## src/rtl/axi_xbar_age_table.sv

```systemverilog
//------------------------------------------------------------------------------
// axi_xbar_age_table: per-requester saturating age tracker feeding the crossbar
// arbiter's max selector; entries clear on grant. Revision: 1.0
//------------------------------------------------------------------------------
`default_nettype none

module axi_xbar_age_table #(
    parameter int WIDTH       = 4,
    parameter int NUM_INPUTS  = 8,
    parameter int INDEX_WIDTH = 3,
    parameter int PRESCALE    = 0
) (
    input  logic                        clk,
    input  logic                        rst,
    input  logic [NUM_INPUTS-1:0]       req,
    input  logic                        clear,
    input  logic                        grant_valid,
    input  logic [INDEX_WIDTH-1:0]      grant_index,
    output logic [NUM_INPUTS*WIDTH-1:0] age_vec,
    output logic [NUM_INPUTS-1:0]       active,
    output logic                        any_active,
    output logic [NUM_INPUTS-1:0]       sat,
    output logic                        grant_err
);

    localparam int PW = (PRESCALE > 0) ? PRESCALE : 1;

    logic [NUM_INPUTS-1:0][WIDTH-1:0] age_q, age_d;
    logic                             grant_err_q, grant_err_d;
    logic [NUM_INPUTS-1:0]            w_hit;
    logic                             w_tick;

    generate
        if (PRESCALE == 0) begin : g_no_prescale
            assign w_tick = 1'b1;
        end else begin : g_prescale
            logic [PW-1:0] presc_q;
            always_ff @(posedge clk or posedge rst) begin
                if (rst) presc_q <= '0;
                else     presc_q <= presc_q + PW'(1);
            end
            assign w_tick = &presc_q;
        end
    endgenerate

    // Activity is derived from the age itself, so active <=> age != 0 by construction.
    always_comb begin
        active = '0;
        sat    = '0;
        for (int i = 0; i < NUM_INPUTS; i++) begin
            active[i] = |age_q[i];
            sat[i]    = &age_q[i];
        end
    end

    always_comb begin
        age_d = age_q;
        w_hit = '0;
        for (int i = 0; i < NUM_INPUTS; i++) begin
            w_hit[i] = grant_valid && (grant_index == INDEX_WIDTH'(i)) && active[i];
            if (clear || w_hit[i]) begin
                age_d[i] = '0;
            end else if (active[i] && !req[i]) begin
                age_d[i] = '0;
            end else if (!active[i] && req[i]) begin
                age_d[i] = WIDTH'(1);
            end else if (active[i] && w_tick && !sat[i]) begin
                age_d[i] = age_q[i] + WIDTH'(1);
            end
        end
        // An out-of-range index can never match any entry, so it lands here too.
        grant_err_d = grant_valid && !clear && !(|w_hit);
    end

    always_ff @(posedge clk or posedge rst) begin
        if (rst) begin
            age_q       <= '0;
            grant_err_q <= 1'b0;
        end else begin
            age_q       <= age_d;
            grant_err_q <= grant_err_d;
        end
    end

    assign age_vec    = age_q;
    assign any_active = |active;
    assign grant_err  = grant_err_q;

endmodule

`default_nettype wire

```

## config.mk

```make
export PLATFORM = sky130hd
export DESIGN_NAME = axi_xbar_age_table
export DESIGN_NICKNAME = d
export VERILOG_FILES = /design/src/rtl/axi_xbar_age_table.sv
export SDC_FILE = /design/constraint.sdc
export NUM_CORES = 1
export LEC_CHECK = 0
export ABC_AREA = 1
export CORE_MARGIN = 1
export CORE_UTILIZATION = 49
export DETAILED_ROUTE_END_ITERATION = 6
export PLACE_DENSITY = 0.9
export SETUP_SLACK_MARGIN = 0.02
export SYNTH_ARGS = -nofsm -noshare
export SYNTH_HDL_FRONTEND = slang
export SYNTH_SLANG_ARGS = --single-unit
```

## constraint.sdc

```tcl
create_clock -name clk -period 1.4 [get_ports clk]
set_input_delay 0.14 -clock clk [delete_from_list [all_inputs] [get_ports clk]]
set_output_delay 0.14 -clock clk [all_outputs]
set_load 0.05 [all_outputs]
```

==> results.sh, run 1 <==
export IMPL_post_cts_resized=65
export IMPL_gp_congestion=0.8932
export IMPL_yosysWarnings=0
export IMPL_synth_area_sq_um=2432
export IMPL_cts_sinks=33
export IMPL_synth_area_top_cells="dfrtp_1 34%, nand2_1 12%, nand3_1 10%"
export IMPL_floorplan_initialDensity_pct=51.16
export IMPL_syn_inst=346
export IMPL_dp_hpwl_um=6353
export IMPL_synth_top_area_share_pct=33.95
export IMPL_cts_root_buffer="clkbuf_8"
export IMPL_io_buffers=64
export IMPL_syn_mean_instance_area_sq_um=7.030
export IMPL_synthDistinctLibCells=21
export IMPL_htreeDepth=2
export IMPL_die_w_um=72.46
export IMPL_syn_nets=377
export IMPL_placementRows=25
export IMPL_post_cts_setup_buffer_count=30
export IMPL_post_place_ws_ps=-73.27
export IMPL_status="aborted with a tool error"
export IMPL_die_h_um=72.46
export IMPL_io_pins=65
export IMPL_yosysSeqAreaShare_pct=33.95
export IMPL_postCtsHoldBufs=0
export IMPL_haltStage="clock tree synthesis"
export IMPL_numCtsBuffers=5
export IMPL_cts_buffer_depth=2
export IMPL_ys_seq_elements=33
export IMPL_error_line="[ERROR DPL-0033] detailed placement checks failed during check placement."
export IMPL_placed_cell_area_sq_um=4135
export IMPL_synth_top_area_cell="dfrtp_1"
[per-stage QoR]
step	setup TNS, ps	hold slack [ps]	std cells
floorplan	-1812	266.7	346
global placement	0	497.3	509
detailed placement	-255.9	506.9	509
[synthesized netlist by cell type]
cell type / count
a21oi_1: 15
a21oi_2: 2
a31oi_1: 3
dfrtp_1: 33
ha_1: 16
inv_1: 56
inv_2: 11
nand2_1: 77
nand2_2: 7
nand3_1: 50
nand3_2: 5
nand3_4: 4
nand4_1: 11
nor2_1: 37
nor2_2: 2
nor3_1: 4
nor3_2: 2
nor3b_1: 1
o21ai_0: 4
o21ai_2: 1
xor2_1: 5
[cells by family after synthesis]
logic type,after synthesis,share of synthesized area (%)
AND/OR/NAND/NOR,200,39.92
adder cells (fa/ha/maj),16,8.230
XOR/XNOR,5,1.800
buffers and inverters,67,10.34
AO/OA/AOI/OAI,25,5.762
flip-flops,33,33.95
==> run 2, diff against run 1 <==
--- a/config.mk
+++ b/config.mk
@@ -7,10 +7,9 @@
 export LEC_CHECK = 0
 export ABC_AREA = 1
 export CORE_MARGIN = 1
-export CORE_UTILIZATION = 49
+export CORE_UTILIZATION = 40
 export DETAILED_ROUTE_END_ITERATION = 6
-export PLACE_DENSITY = 0.9
-export SETUP_SLACK_MARGIN = 0.02
+export PLACE_DENSITY_LB_ADDON = 0.15
 export SYNTH_ARGS = -nofsm -noshare
 export SYNTH_HDL_FRONTEND = slang
 export SYNTH_SLANG_ARGS = --single-unit
==> results.sh, run 2 <==
export IMPL_status="finished with violations"
export IMPL_violations="negative setup slack"
export IMPL_cts_tree="built"
export IMPL_cts_sinks=33
export IMPL_area_growth_pct=117.7
export IMPL_placed_cell_area_sq_um=4134
export IMPL_fin_util_pct=89.99
export IMPL_drc=0
export IMPL_placementRows=28
export IMPL_postSynth_asyncResetShare_pct=100.0
export IMPL_syn_nets=377
export IMPL_tns_ps=-3893
export IMPL_period_needed_ps=1677
export IMPL_crit_end="any_active"
export IMPL_gp_congestion=0.8459
export IMPL_yosys_cell_count_top_type="nand2_1"
export IMPL_fin_hold_ws_ps=198.4
export IMPL_grt_use_total_pct=24.65
export IMPL_ys_seq_elements=33
export IMPL_vias=3198
export IMPL_critPathMaxStageDelay_ps=430
export IMPL_synth_top_area_cell="dfrtp_1"
export IMPL_worst_setup_path_end_kind="output port"
export IMPL_wire_per_inst_um=17.52
export IMPL_io_buffers=64
export IMPL_ir_drop_uv=1812
export IMPL_gr_total_overflow=0
export IMPL_synth_area_sq_um=2432
export IMPL_cp_start_kind="flop"
export IMPL_grt_first_pass_wirelength_um=12280
export IMPL_diodes=0
export IMPL_finalHoldViolations=0
export IMPL_finalPower_mw=12.34
export IMPL_powerDensity_nw_per_um2=2330
export IMPL_synth_top_area_share_pct=33.95
export IMPL_worstHoldPathType="primary input to async pin"
export IMPL_via_per_inst=5.476
export IMPL_cts_buffer_depth=2
export IMPL_mostFrequentLayoutCells="56 x nand2_1, 56 x buf_4, 49 x buf_12, 36 x nand3_1, 36 x buf_6"
export IMPL_timing_rr_start="age_vec[8]$_DFFE_PP0P_"
export IMPL_htreeDepth=2
export IMPL_coreArea_sq_um=5886
export IMPL_relSlewSlack_pct=81.22
export IMPL_arrival_ps=1540
export IMPL_postCtsHoldBufs=0
export IMPL_grt_pass1_vias=2749
export IMPL_dieArea_sq_um=6397
export IMPL_die_h_um=79.98
export IMPL_grt_antenna_before_repair=0
export IMPL_synth_edf_count=0
export IMPL_routed_wl_um=10230
export IMPL_r2r_end="age_vec[8]$_DFFE_PP0P_"
export IMPL_synthDistinctLibCells=21
export IMPL_grt_max_degree=34
export IMPL_slew_viol_final=0
export IMPL_fmax_mhz=596.4
export IMPL_critPathLaunch="age_vec[28]$_DFFE_PP0P_"
export IMPL_dr_pass1_iters=5
export IMPL_numCtsBuffers=5
export IMPL_max_slew_worst_pin_slew_ps=281.7
export IMPL_clkLatencyLatePin_ps=300
export IMPL_critPathMaxFanout=3
export IMPL_die_w_um=79.98
export IMPL_fin_skew_ps=10.11
export IMPL_yosysSeqAreaShare_pct=33.95
export IMPL_largest_reg_flops=32
export IMPL_clk_pin_slew_ps=80
export IMPL_r2r_cells=10
export IMPL_ant_nets=0
export IMPL_crit_path_top_delay_cell="dfrtp_2"
export IMPL_fin_ws_ps=-276.7
export IMPL_fillers=249
export IMPL_cts_root_buffer="clkbuf_8"
export IMPL_synth_common_cells="77 x nand2_1, 56 x inv_1, 50 x nand3_1"
export IMPL_cap_viol_max_count=0
export IMPL_finalSetupViolCount=42
export IMPL_drt_iter0_drc=260
export IMPL_final_nets=539
export IMPL_syn_mean_instance_area_sq_um=7.030
export IMPL_floorplan_initialDensity_pct=41.33
export IMPL_rsz0062_at_grt="yes"
export IMPL_yosysWarnings=0
export IMPL_fin_area_sq_um=5296
export IMPL_crit_type="flop to output port"
export IMPL_cp_required_ps=1260
export IMPL_leakagePower_nw=2.425
export IMPL_dp_hpwl_um=5207
export IMPL_cp_cell_sequence="inv_2, ha_4, nand3_4, nor2_4, nand4_1, buf_6"
export IMPL_io_pins=65
export IMPL_min_period_over_period_pct=119.8
export IMPL_drive_gt1_share_pct=62.28
export IMPL_synth_area_top_cells="dfrtp_1 34%, nand2_1 12%, nand3_1 10%"
export IMPL_synth_main_ff_cell="dfrtp_1"
export IMPL_r2r_slack_ps=-200
export IMPL_syn_inst=346
## run 2: cell counts after synthesis
Identical to the previous run, type by type.
## run 2: worst min-delay path by stage
stage | slack (ps) | to | from | cells past startpoint
floorplan | 270 | age_vec[10]$_DFFE_PP0P_ | rst | 1
global placement | 510 | age_vec[1]$_DFFE_PP0P_ | rst | 3
detailed placement | 530 | age_vec[1]$_DFFE_PP0P_ | rst | 3
CTS | 220 | age_vec[1]$_DFFE_PP0P_ | rst | 3
global route | 230 | age_vec[1]$_DFFE_PP0P_ | rst | 3
finish | 200 | age_vec[1]$_DFFE_PP0P_ | rst | 3
## run 2: area by class of cell
type	instances	area, sq um	area share, %
multi-input cells	246	2027	38.27
repair buffers	155	1947	36.76
flip-flops and latches	33	864.6	16.32
inverters	67	262.8	4.961
clock buffers	7	96.34	1.819
well taps	75	93.84	1.772
clock inverters	1	5.005	0.09450
## run 2: routing by layer
layer | up-vias | GRT usage [%] | wire length, um
met5 | - | 0 | 0
met4 | 0 | 8.571 | 388
met3 | 42 | 4.229 | 560
met2 | 157 | 43.59 | 5414
met1 | 1556 | 29.94 | 3870
li1 | 1443 | - | -
## run 2: worst max-delay path: cells and delay by family, from the launching register on
family	cells	cell delay [ps]
adders and majority gates	1	150
buffers and inverters	2	280
and+or+nand+nor	3	370
DFF	1	430
## run 2: through the flow
step           setup WS [ps]  instances
2_1_floorplan         -362.4        346
3_3_place_gp           23.67        517
5_1_grt               -312.5        584
3_5_place_dp          -20.20        517
6_report              -276.7        584
4_1_cts               -217.1        556
## run 2: what timing repair did
action	4_1_cts	5_1_grt
endpoints found under the setup margin	16	46
setup buffers	31	34
pin swaps	12	40
resized for setup	48	98
## run 2: cells by family after synthesis
logic type | share of synthesized area, %
AOI/OAI and AO/OA | 5.762
xor gates and xnor gates | 1.800
adders and majority gates | 8.230
buffers and inverters | 10.34
DFF | 33.95
and+or+nand+nor | 39.92
## run 2: where the power goes
part | internal, mW | leakage [nW] | total (mW) | switching (mW)
sequential | 1.23 | 0.400 | 1.51 | 0.276
clock | 0.445 | 0.0542 | 0.829 | 0.384
combinational | 4.74 | 1.97 | 10.0 | 5.27
total | 6.42 | 2.42 | 12.3 | 5.93
(Power assumes the default switching activity.)
